<file path="src/rtl/calc_pkg.sv">
// Purpose : shared types and 7-segment decode for the sequential calculator.
// Latency : n/a (types and a combinational helper only).
// Backpress: n/a; keys are edge events with no handshake.
package calc_pkg;

  // Operation selected by the key edges; priority is resolved in calc_seq.
  typedef enum logic [1:0] {
    OP_ADD = 2'd0,
    OP_SUB = 2'd1,
    OP_MUL = 2'd2,
    OP_DIV = 2'd3
  } op_e;

  typedef enum logic [1:0] {
    ST_IDLE = 2'd0,
    ST_MUL  = 2'd1,
    ST_DIV  = 2'd2,
    ST_DONE = 2'd3
  } state_e;

  // Active-low {dp,g,f,e,d,c,b,a}; all ones means a dark digit.
  localparam logic [7:0] SEG_BLANK = 8'hFF;

  // Hex nibble to active-low segment pattern, dp kept off.
  function automatic logic [7:0] hex_to_seg(input logic [3:0] nib);
    logic [7:0] seg;
    case (nib)
      4'h0: seg = 8'hC0;
      4'h1: seg = 8'hF9;
      4'h2: seg = 8'hA4;
      4'h3: seg = 8'hB0;
      4'h4: seg = 8'h99;
      4'h5: seg = 8'h92;
      4'h6: seg = 8'h82;
      4'h7: seg = 8'hF8;
      4'h8: seg = 8'h80;
      4'h9: seg = 8'h90;
      4'hA: seg = 8'h88;
      4'hB: seg = 8'h83;
      4'hC: seg = 8'hC6;
      4'hD: seg = 8'hA1;
      4'hE: seg = 8'h86;
      default: seg = 8'h8E;
    endcase
    return seg;
  endfunction

endpackage

</file>
<file path="src/rtl/calc_seg_scan.sv">
// Purpose : multiplexed hex display of the result, one digit every SCAN_DIV clocks.
// Latency : anodes/segments follow the scan register and result combinationally.
// Backpress: none; free-running scan.
// Ports: clk, rst_n (async active-low); value[WIDTH-1:0] in;
//        anodes[DIGITS-1:0] active-low digit select; segments[7:0] active-low {dp,g..a}.
// Build option: CALC_BLANK_EN blanks leading-zero digits (digit 0 always lit).
module calc_seg_scan
  import calc_pkg::*;
#(
  parameter int WIDTH    = 8,
  parameter int DIGITS   = 4,
  parameter int SCAN_DIV = 50000
) (
  input  logic              clk,
  input  logic              rst_n,
  input  logic [WIDTH-1:0]  value,
  output logic [DIGITS-1:0] anodes,
  output logic [7:0]        segments
);

  localparam int NW = 4 * DIGITS;
  localparam int DW = (DIGITS > 1) ? $clog2(DIGITS) : 1;
  localparam int CW = $clog2(SCAN_DIV + 1);

  logic [CW-1:0] div_cnt_q, div_cnt_d;
  logic [DW-1:0] dig_q, dig_d;
  logic [NW-1:0] val_ext;
  logic [3:0]    nib;
  logic          blank;

  always_comb begin
    div_cnt_d = div_cnt_q + 1'b1;
    dig_d     = dig_q;
    if (div_cnt_q == CW'(SCAN_DIV - 1)) begin
      div_cnt_d = '0;
      dig_d     = (dig_q == DW'(DIGITS - 1)) ? '0 : dig_q + 1'b1;
    end
  end

  always_ff @(posedge clk or negedge rst_n) begin
    if (!rst_n) begin
      div_cnt_q <= '0;
      dig_q     <= '0;
    end else begin
      div_cnt_q <= div_cnt_d;
      dig_q     <= dig_d;
    end
  end

  assign val_ext = NW'(value);
  assign nib     = val_ext[4*int'(dig_q) +: 4];

`ifdef CALC_BLANK_EN
  // msd = highest nonzero digit; everything above it is dark.
  logic [DW-1:0] msd;
  always_comb begin
    msd = '0;
    for (int i = 0; i < DIGITS; i++) begin
      if (val_ext[4*i +: 4] != 4'h0) msd = DW'(i);
    end
    blank = (dig_q > msd);
  end
`else
  assign blank = 1'b0;
`endif

  assign anodes   = ~(DIGITS'(1) << dig_q);
  assign segments = blank ? SEG_BLANK : hex_to_seg(nib);

endmodule

</file>
<file path="src/rtl/calc_seq.sv">
// Purpose : key-driven calculator: loads A/B, runs add/sub (1 clk) or mul/div (WIDTH clks).
// Latency : result at T+1 for add/sub/div-by-zero, T+WIDTH+1 for mul/div (T = key edge cycle).
// Backpress: keys arriving while busy are dropped, never queued.
// Ports: clk, rst_n (async active-low); in_number[WIDTH-1:0]; k_1/k_2 load A/B;
//        p_key/m_key/um_key/del_key add/sub/mul/div; anodes, segments to the display;
//        led[0]=busy, led[1]=overflow/error, led[2]=result valid.
// Build option: CALC_BLANK_EN (display leading-zero blanking, see calc_seg_scan).
module calc_seq
  import calc_pkg::*;
#(
  parameter int WIDTH    = 8,
  parameter int DIGITS   = 4,
  parameter int SCAN_DIV = 50000
) (
  input  logic              clk,
  input  logic              rst_n,
  input  logic [WIDTH-1:0]  in_number,
  input  logic              k_1,
  input  logic              k_2,
  input  logic              p_key,
  input  logic              m_key,
  input  logic              um_key,
  input  logic              del_key,
  output logic [DIGITS-1:0] anodes,
  output logic [7:0]        segments,
  output logic [2:0]        led
);

  // Key vector bit order: {del, um, m, p, k_2, k_1}.
  logic [5:0] keys_raw, edges;
  logic [5:0] sync1_q, sync1_d, sync2_q, sync2_d, prev_q, prev_d;

  state_e             state_q, state_d;
  logic [WIDTH-1:0]   a_q, a_d, b_q, b_d, res_q, res_d, wb_q, wb_d;
  logic [2:0]         led_q, led_d;
  logic [4:0]         cnt_q, cnt_d;
  logic [2*WIDTH-1:0] acc_q, acc_d, wa_q, wa_d;

  logic               busy, op_vld, last, qbit;
  op_e                op;
  logic [WIDTH:0]     sum, diff, shifted, trial;
  logic [2*WIDTH-1:0] prod;
  logic [WIDTH-1:0]   rem_n;

  assign keys_raw = {del_key, um_key, m_key, p_key, k_2, k_1};
  assign edges    = sync2_q & ~prev_q;

  always_comb begin
    sync1_d = keys_raw;
    sync2_d = sync1_q;
    prev_d  = sync2_q;

    state_d = state_q;
    a_d     = a_q;
    b_d     = b_q;
    res_d   = res_q;
    led_d   = led_q;
    cnt_d   = cnt_q;
    acc_d   = acc_q;
    wa_d    = wa_q;
    wb_d    = wb_q;

    busy = (state_q == ST_MUL) || (state_q == ST_DIV);
    last = (cnt_q == 5'(WIDTH - 1));

    op_vld = 1'b1;
    op     = OP_ADD;
    if (edges[2])      op = OP_ADD;
    else if (edges[3]) op = OP_SUB;
    else if (edges[4]) op = OP_MUL;
    else if (edges[5]) op = OP_DIV;
    else               op_vld = 1'b0;

    sum  = {1'b0, a_q} + {1'b0, b_q};
    diff = {1'b0, a_q} - {1'b0, b_q};

    // Shift-add step: wa holds the shifted multiplicand, wb the remaining multiplier bits.
    prod = acc_q + (wb_q[0] ? wa_q : '0);

    // Restoring divide step: acc low half is the partial remainder, wa low half
    // shifts the dividend out the top while quotient bits enter at the bottom.
    // trial[WIDTH] is set exactly when the subtraction borrows.
    shifted = {acc_q[WIDTH-1:0], wa_q[WIDTH-1]};
    trial   = shifted - {1'b0, b_q};
    qbit    = ~trial[WIDTH];
    rem_n   = qbit ? trial[WIDTH-1:0] : shifted[WIDTH-1:0];

    if (!busy) begin
      if (edges[0]) begin
        a_d      = in_number;
        led_d[2] = 1'b0;
      end
      if (edges[1]) begin
        b_d      = in_number;
        led_d[2] = 1'b0;
      end
    end

    case (state_q)
      ST_IDLE: begin
        if (op_vld) begin
          case (op)
            OP_ADD: begin
              res_d   = sum[WIDTH-1:0];
              led_d   = {1'b1, sum[WIDTH], 1'b0};
              state_d = ST_DONE;
            end
            OP_SUB: begin
              res_d   = diff[WIDTH-1:0];
              led_d   = {1'b1, diff[WIDTH], 1'b0};
              state_d = ST_DONE;
            end
            OP_MUL: begin
              wa_d     = {{WIDTH{1'b0}}, a_q};
              wb_d     = b_q;
              acc_d    = '0;
              cnt_d    = '0;
              led_d[0] = 1'b1;
              state_d  = ST_MUL;
            end
            default: begin
              if (b_q == '0) begin
                res_d   = '1;
                led_d   = 3'b110;
                state_d = ST_DONE;
              end else begin
                wa_d     = {{WIDTH{1'b0}}, a_q};
                acc_d    = '0;
                cnt_d    = '0;
                led_d[0] = 1'b1;
                state_d  = ST_DIV;
              end
            end
          endcase
        end
      end
      ST_MUL: begin
        acc_d = prod;
        wa_d  = wa_q << 1;
        wb_d  = wb_q >> 1;
        cnt_d = cnt_q + 5'd1;
        if (last) begin
          res_d   = prod[WIDTH-1:0];
          led_d   = {1'b1, |prod[2*WIDTH-1:WIDTH], 1'b0};
          state_d = ST_DONE;
        end
      end
      ST_DIV: begin
        acc_d = {{WIDTH{1'b0}}, rem_n};
        wa_d  = {wa_q[2*WIDTH-2:0], qbit};
        cnt_d = cnt_q + 5'd1;
        if (last) begin
          res_d   = {wa_q[WIDTH-2:0], qbit};
          led_d   = 3'b100;
          state_d = ST_DONE;
        end
      end
      default: state_d = ST_IDLE;
    endcase
  end

  always_ff @(posedge clk or negedge rst_n) begin
    if (!rst_n) begin
      sync1_q <= '0;
      sync2_q <= '0;
      prev_q  <= '0;
      state_q <= ST_IDLE;
      a_q     <= '0;
      b_q     <= '0;
      res_q   <= '0;
      led_q   <= '0;
      cnt_q   <= '0;
      acc_q   <= '0;
      wa_q    <= '0;
      wb_q    <= '0;
    end else begin
      sync1_q <= sync1_d;
      sync2_q <= sync2_d;
      prev_q  <= prev_d;
      state_q <= state_d;
      a_q     <= a_d;
      b_q     <= b_d;
      res_q   <= res_d;
      led_q   <= led_d;
      cnt_q   <= cnt_d;
      acc_q   <= acc_d;
      wa_q    <= wa_d;
      wb_q    <= wb_d;
    end
  end

  assign led = led_q;

  calc_seg_scan #(
    .WIDTH   (WIDTH),
    .DIGITS  (DIGITS),
    .SCAN_DIV(SCAN_DIV)
  ) u_scan (
    .clk     (clk),
    .rst_n   (rst_n),
    .value   (res_q),
    .anodes  (anodes),
    .segments(segments)
  );

endmodule
</file>
<file path="config.mk">
export PLATFORM = sky130hd
export DESIGN_NAME = calc_seq
export DESIGN_NICKNAME = d
export VERILOG_FILES = /design/src/rtl/calc_pkg.sv /design/src/rtl/calc_seg_scan.sv /design/src/rtl/calc_seq.sv
export SDC_FILE = /design/constraint.sdc
export NUM_CORES = 1
export LEC_CHECK = 0
export BUFFER_PORTS_ARGS = -buffer_cell sky130_fd_sc_hd__buf_2
export CAP_MARGIN = 10
export CORE_MARGIN = 2
export CORE_UTILIZATION = 35
export DETAILED_ROUTE_END_ITERATION = 6
export HOLD_SLACK_MARGIN = 0.05
export SYNTH_ARGS = -nofsm -noshare
export SYNTH_HDL_FRONTEND = slang
export SYNTH_HIERARCHICAL = 1
export SYNTH_SLANG_ARGS = --single-unit
</file>
<file path="constraint.sdc">
create_clock -name clk -period 2.7 [get_ports clk]
set_input_delay 0.135 -clock clk [delete_from_list [all_inputs] [get_ports clk]]
set_output_delay 0.135 -clock clk [all_outputs]
set_load 0.03 [all_outputs]
</file>
==> impl_metrics.yaml, run 1 <==
global_routing:
  gr-usage-met2: 0.261
  antenna_found_initial: 0
  track_usage: 0.165
  grt_max_degree: 46
  grt_pass1_vias: 5761
  grt_pass1_wl_um: 29100
  use_met1: 0.234
  busiest_layer: "met2"
  grt-ovfl-total: 0
  use_met3: 0.0287
worst_setup_path:
  path_cells: "ha_2 -> fa_2 -> nor2b_1 -> o21bai_2 -> a221oi_2 -> or4_4 -> a211oi_4 -> nor4bb_4 -> a31oi_1"
  cp-start-kind: "flip-flop"
  cp.depth: 9
  cp_top_family: "simple AND/OR/NAND/NOR gates"
  crit_type: "flip-flop to flip-flop"
  rr_worst_depth: 9
  cp-end-kind: "flip-flop"
  cp.required_ps: 2930
  critical_path_buf_inv_count: 0
  cpMaxStageDelayCell: "or4_4"
  crit_fanout: 2
  worstPathArrival_ps: 2870
  max_stage_delay_ps: 510
logic_synthesis:
  synthesis.nets: 851
  synth_cell_types: 79
  ys_async_sr_fraction: 1.00
  syn_area_per_cell_um2: 9.31
  synth_warnings: 6
  synth_top_cell_by_area: "dfrtp_1"
  synth_top_flop_cell: "dfrtp_1"
  synth_edf_count: 0
  ys_top_cells_by_area: "dfrtp_1, ha_1, nand2_1"
  synth_seq_cells: 110
  seq_area_frac_synth: 0.381
  synth.most_common_cell: "dfrtp_1"
  netlist_instances: 776
  syn_area_um2: 7220
  yosys-top-cells-count: "dfrtp_1, nand2_1, o21ai_0, ha_1, nor2_1"
  netlist.area_leader.share: 0.381
timing:
  worstMarginPinSlew_ps: 662
  clock_skew_ps: 11.1
  period_share: 0.978
  setup_viol: 0
  period_needed_ps: 2640
  hold_viol: 0
  whs_ps: 253
  slew_violations: 0
  fmax_mhz: 379
  fin_ws_ps: 60.4
  rsz0062_at_grt: "yes"
  slew_headroom: 0.559
clock_tree:
  clk_pin_slew_ps: 70
  clkLatencyLatePin_ps: 360
  cts_buffer_depth: 2
  cts-root-buf: "clkbuf_16"
  clock-sinks: 110
  h-tree-depth: 3
  cts_tree: "yes"
  cts_buffers: 9
floorplan:
  core_area_um2: 20200
  dieArea_um2: 21800
  fp.dieH_um: 148
  ios: 31
  initial_core_util: 0.357
  dieWidth_um: 148
  row_count: 52
drt:
  post-route-drc-count: 0
  wl_per_cell_um: 15.7
  viasPerCell: 5.28
  drt_wl_total_um: 17700
  drt_pre_antenna_iters: 5
  ant_nets: 0
  drt-initial-drc-count: 461
  vias: 5931
placement:
  io_buffers: 29
  place_area_um2: 7880
  post-place-ws_ps: 70.5
  hpwl_um: 13100
  gp_congestion: 0.857
  dp.cells: 1086
power:
  p_per_area_nw_per_um2: 1200
  leakage_nw: 3.77
  power.share.switching: 0.472
  p_seq_frac: 0.251
  power.internal_mw: 5.42
  clkPwrFrac: 0.124
  power.net_switching_mw: 4.84
  combPwrFrac: 0.625
  peakVddDrop_mv: 0.519
finish:
  syn2layout_area_growth_pct: 18.1
  num_antenna_cells: 0
  nets: 923
  drive_gt1_frac: 0.182
  fin_area_um2: 8530
  stdcell_count: 1123
  n_fill_cell: 1971
status:
  status: "completed"
min_path:
  hp-class: "input pin to asynchronous set/reset pin"
flow_run:
  maxCapViolations: 0
-- metal layers --
metal  vias to the layer above  share of wire
met1                      2796           0.49
li1                       2962              -
met5                         -              0
met2                       144           0.45
met4                         0          0.020
met3                        29          0.044
-- sequential cells by signal, indices dropped and copies added (netlist names) --
register and count:
prev_q 6, u_scan/dig_q 2, acc_q 16, res_q 8, led 3, b_q 8, cnt_q 5, prev_d 6
u_scan/div_cnt_q 16, sync1_q 6, wa_q 16, state_q 2, wb_q 8, a_q 8
-- cell usage in the layout, fill, tap and decap left out, types with 13 or more instances in the layout --
cell type	instances
buf_4	42
mux2i_1	21
nand3_1	27
xnor2_1	18
and2_1	13
buf_2	28
inv_1	40
nand2_1	85
a21oi_1	35
dfrtp_1	109
o21ai_0	55
nor3_1	22
dlygate4sd3_1	15
ha_1	50
nor2_1	47
-- cell type report --
class | instances | area, um^2 | share of cell area
multi-input combinational | 599 | 4360 | 0.511
sequential | 110 | 2750 | 0.323
timing repair buffer | 87 | 646 | 0.0757
tap | 270 | 338 | 0.0396
clock buffer | 9 | 225 | 0.0264
inverter | 41 | 154 | 0.0180
clock inverter | 7 | 55.1 | 0.00646
-- power groups by stage --
stage	clock, mW	combinational (mW)	sequential, mW
after floorplan	0	4.28	2.49
after global placement	0	5.92	2.58
after detailed placement	0	5.95	2.58
after CTS	1.30	6.00	2.55
after global routing	1.37	7.07	2.64
final	1.27	6.41	2.57
-- timing repair --
item,CTS,global route
setup buffers,0,6
gates resized for setup,0,40
hold buffers,15,0
setup endpoints to repair,0,16
hold endpoints to repair,51,0
-- kinds of logic after synthesis --
logic type	after synthesis	synth area share
DFF	110	0.381
muxes	33	0.0497
and+or+nand+nor	268	0.189
adders and majority gates	59	0.106
xor gates and xnor gates	30	0.0364
buffers and inverters	67	0.0402
AOI/OAI and AO/OA	208	0.197
other	1	0.000519
-- final timing paths --
path / from / to / slack [ps]
max reg2reg: a_q[0] / led[1] / 60
min: rst_n / u_scan/div_cnt_q[8] / 250
min reg2reg: sync1_q[0] / prev_d[0] / 350
max: a_q[0] / led[1] / 60
min in group clk: sync1_q[0] / prev_d[0] / 350
max in group asynchronous: rst_n / wb_q[0] / 1610
-- stage by stage --
stage,TNS [ps],utilization,power [mW]
2_1_floorplan,0,-,6.76
3_3_place_gp,0,0.389,8.50
3_5_place_dp,0,0.389,8.53
4_1_cts,0,0.411,9.86
5_1_grt,-66.7,0.421,11.1
6_report,0,0.421,10.3
No activity file was read; power rests on OpenSTA's default activity.
==> run 2, diff against run 1 <==
--- a/config.mk
+++ b/config.mk
@@ -10,4 +10,5 @@
 export CORE_MARGIN = 2
 export CORE_UTILIZATION = 35
+export CTS_CLUSTER_DIAMETER = 100
 export DETAILED_ROUTE_END_ITERATION = 6
 export HOLD_SLACK_MARGIN = 0.05
==> constraint.sdc (replaced) <==
create_clock -name clk -period 2.7 [get_ports clk]
set_input_delay 0.54 -clock clk [delete_from_list [all_inputs] [get_ports clk]]
set_output_delay 0.54 -clock clk [all_outputs]
set_load 0.03 [all_outputs]
==> run 2 against run 1 <==
Against the previous run:
- critical path depth stayed put
- global-route usage is 0.52 points higher
- combinational power increased by 2%
- flip-flop and latch count unchanged
- clock skew is 2.4 ps lower
- worst hold slack got worse by 160 ps
- die area stayed put
- worst setup slack got worse by 37 ps
- via count is 0.76% lower
- sequential power is essentially flat
==> impl_metrics.yaml, run 2 (synthesis results as in run 1) <==
power:
  p_seq_frac: 0.245
  p_per_area_nw_per_um2: 1240
  peakVddDrop_mv: 0.673
  power.internal_mw: 5.60
  leakage_nw: 3.75
  power.share.switching: 0.466
  clkPwrFrac: 0.134
  power.net_switching_mw: 4.89
  power_mw: 10.5
  combPwrFrac: 0.620
drt:
  ant_nets: 0
  viasPerCell: 5.27
  vias: 5886
  post-route-drc-count: 0
  wl_per_cell_um: 16.1
  drt-initial-drc-count: 408
  drt_wl_total_um: 18000
  drt_pre_antenna_iters: 5
timing:
  slew_headroom: 0.568
  period_share: 0.991
  period_needed_ps: 2680
  setup_viol: 0
  slew_violations: 0
  rsz0062_at_grt: "yes"
  fin_ws_ps: 23.1
  hold_viol: 0
  clock_skew_ps: 8.64
  worstMarginPinSlew_ps: 647
  fmax_mhz: 374
floorplan:
  core_area_um2: 20200
  ios: 31
  dieArea_um2: 21800
  initial_core_util: 0.357
  fp.dieH_um: 148
  row_count: 52
  dieWidth_um: 148
finish:
  syn2layout_area_growth_pct: 17.3
  multiInputGateArea_um2: 4330
  final_common_cell: "dfrtp_1"
  final_cell_mix: "dfrtp_1, nand2_1, o21ai_0, nor2_1, buf_4"
  nets: 916
  drive_gt1_frac: 0.194
  reg.largest.list: "acc_q: 16 flops, u_scan/div_cnt_q: 16 flops, wa_q: 16 flops"
  seqCellArea_um2: 2750
  n_fill_cell: 1995
  num_antenna_cells: 0
global_routing:
  grt-ovfl-total: 0
  antenna_found_initial: 0
  grt_pass1_wl_um: 29800
  track_usage: 0.170
  grt_max_degree: 57
  grt_pass1_vias: 5653
clock_tree:
  h-tree-depth: 3
  cts_hold_buf: 0
  clock-sinks: 110
  cts-root-buf: "clkbuf_16"
  clkLatencyLatePin_ps: 360
  clk_pin_slew_ps: 80
  cts_buffers: 9
  cts_buffer_depth: 2
  cts_tree: "yes"
placement:
  hpwl_um: 13400
  io_buffers: 29
  gp_congestion: 0.865
  post-place-ws_ps: 18.2
worst_setup_path:
  cp.required_ps: 2940
  cp-start-kind: "flip-flop"
  cp-end-kind: "flip-flop"
  worstPathArrival_ps: 2920
  max_stage_delay_ps: 450
  crit_fanout: 3
  cp_top_family: "simple AND/OR/NAND/NOR gates"
  crit_type: "flip-flop to flip-flop"
  cpMaxStageDelayCell: "or4_4"
  path_cells: "ha_2 -> fa_2 -> nor2b_1 -> o21bai_1 -> a221oi_2 -> or4_4 -> a211oi_4 -> nor4bb_2 -> a31oi_1"
  critical_path_buf_inv_count: 0
flow_run:
  maxCapViolations: 0
min_path:
  hp-class: "input pin to asynchronous set/reset pin"
status:
  status: "completed"
-- run 2: cell types whose count changed in the layout (fill, tap and decap cells not counted), moves of 3 or more --
cell	change
buf_2	-3
buf_4	+6
buf_6	+5
dlygate4sd3_1	-15
ha_1	-4
nor2_2	-3
-- run 2: area by class of cell --
cell class                 instances  share of cell area
multi-input combinational        599               0.511
clock buffer                       9              0.0266
timing repair buffer              80              0.0687
sequential                       110               0.325
tap                              270              0.0399
clock inverter                     7              0.0102
inverter                          41              0.0182
-- run 2: per-layer routing --
metal  vias to the layer above  share of wire  wire, um  track usage
met2                       124           0.46      8350        0.268
met4                         0         0.0078       140       0.0327
li1                       2940              -         -            -
met1                      2810           0.48      8640        0.244
met3                        12          0.050       898       0.0361
met5                         -              0         0            0
-- run 2: worst paths after layout --
check	startpoint	end	slack (ps)	cells past startpoint
worst max-delay path	b_q[0]	led[1]	20	9
worst min-delay path	rst_n	u_scan/div_cnt_q[8]	100	1
worst max register to register	b_q[0]	led[1]	20	9
worst min register to register	sync1_q[1]	prev_d[1]	350	0
max in group asynchronous	rst_n	res_q[6]	1890	2
min in group clk	p_key	sync1_q[2]	280	1
-- run 2: what timing repair did --
action,4_1_cts,5_1_grt
pin swaps,2,11
setup endpoints to repair,2,16
gates resized for setup,8,41
setup buffers,4,8
-- run 2: metrics by stage --
stage | hold WS (ps) | setup TNS (ps) | instances | utilization | area, um^2
after global routing | 127 | -230 | 1116 | 0.419 | 8470
after floorplan | 244 | 0 | 776 | - | 7220
after CTS | 107 | 0 | 1108 | 0.408 | 8270
after global placement | 335 | 0 | 1088 | 0.390 | 7890
final | 96.9 | 0 | 1116 | 0.419 | 8470
after detailed placement | 335 | 0 | 1088 | 0.390 | 7890
-- run 2: power groups by stage --
stage          Combinational (mW)  Clock, mW  Sequential, mW
5_1_grt                      7.17       1.52            2.64
6_report                     6.51       1.41            2.57
4_1_cts                      6.12       1.45            2.56
3_5_place_dp                 6.00          0            2.59
3_3_place_gp                 5.98          0            2.58
2_1_floorplan                4.28          0            2.49
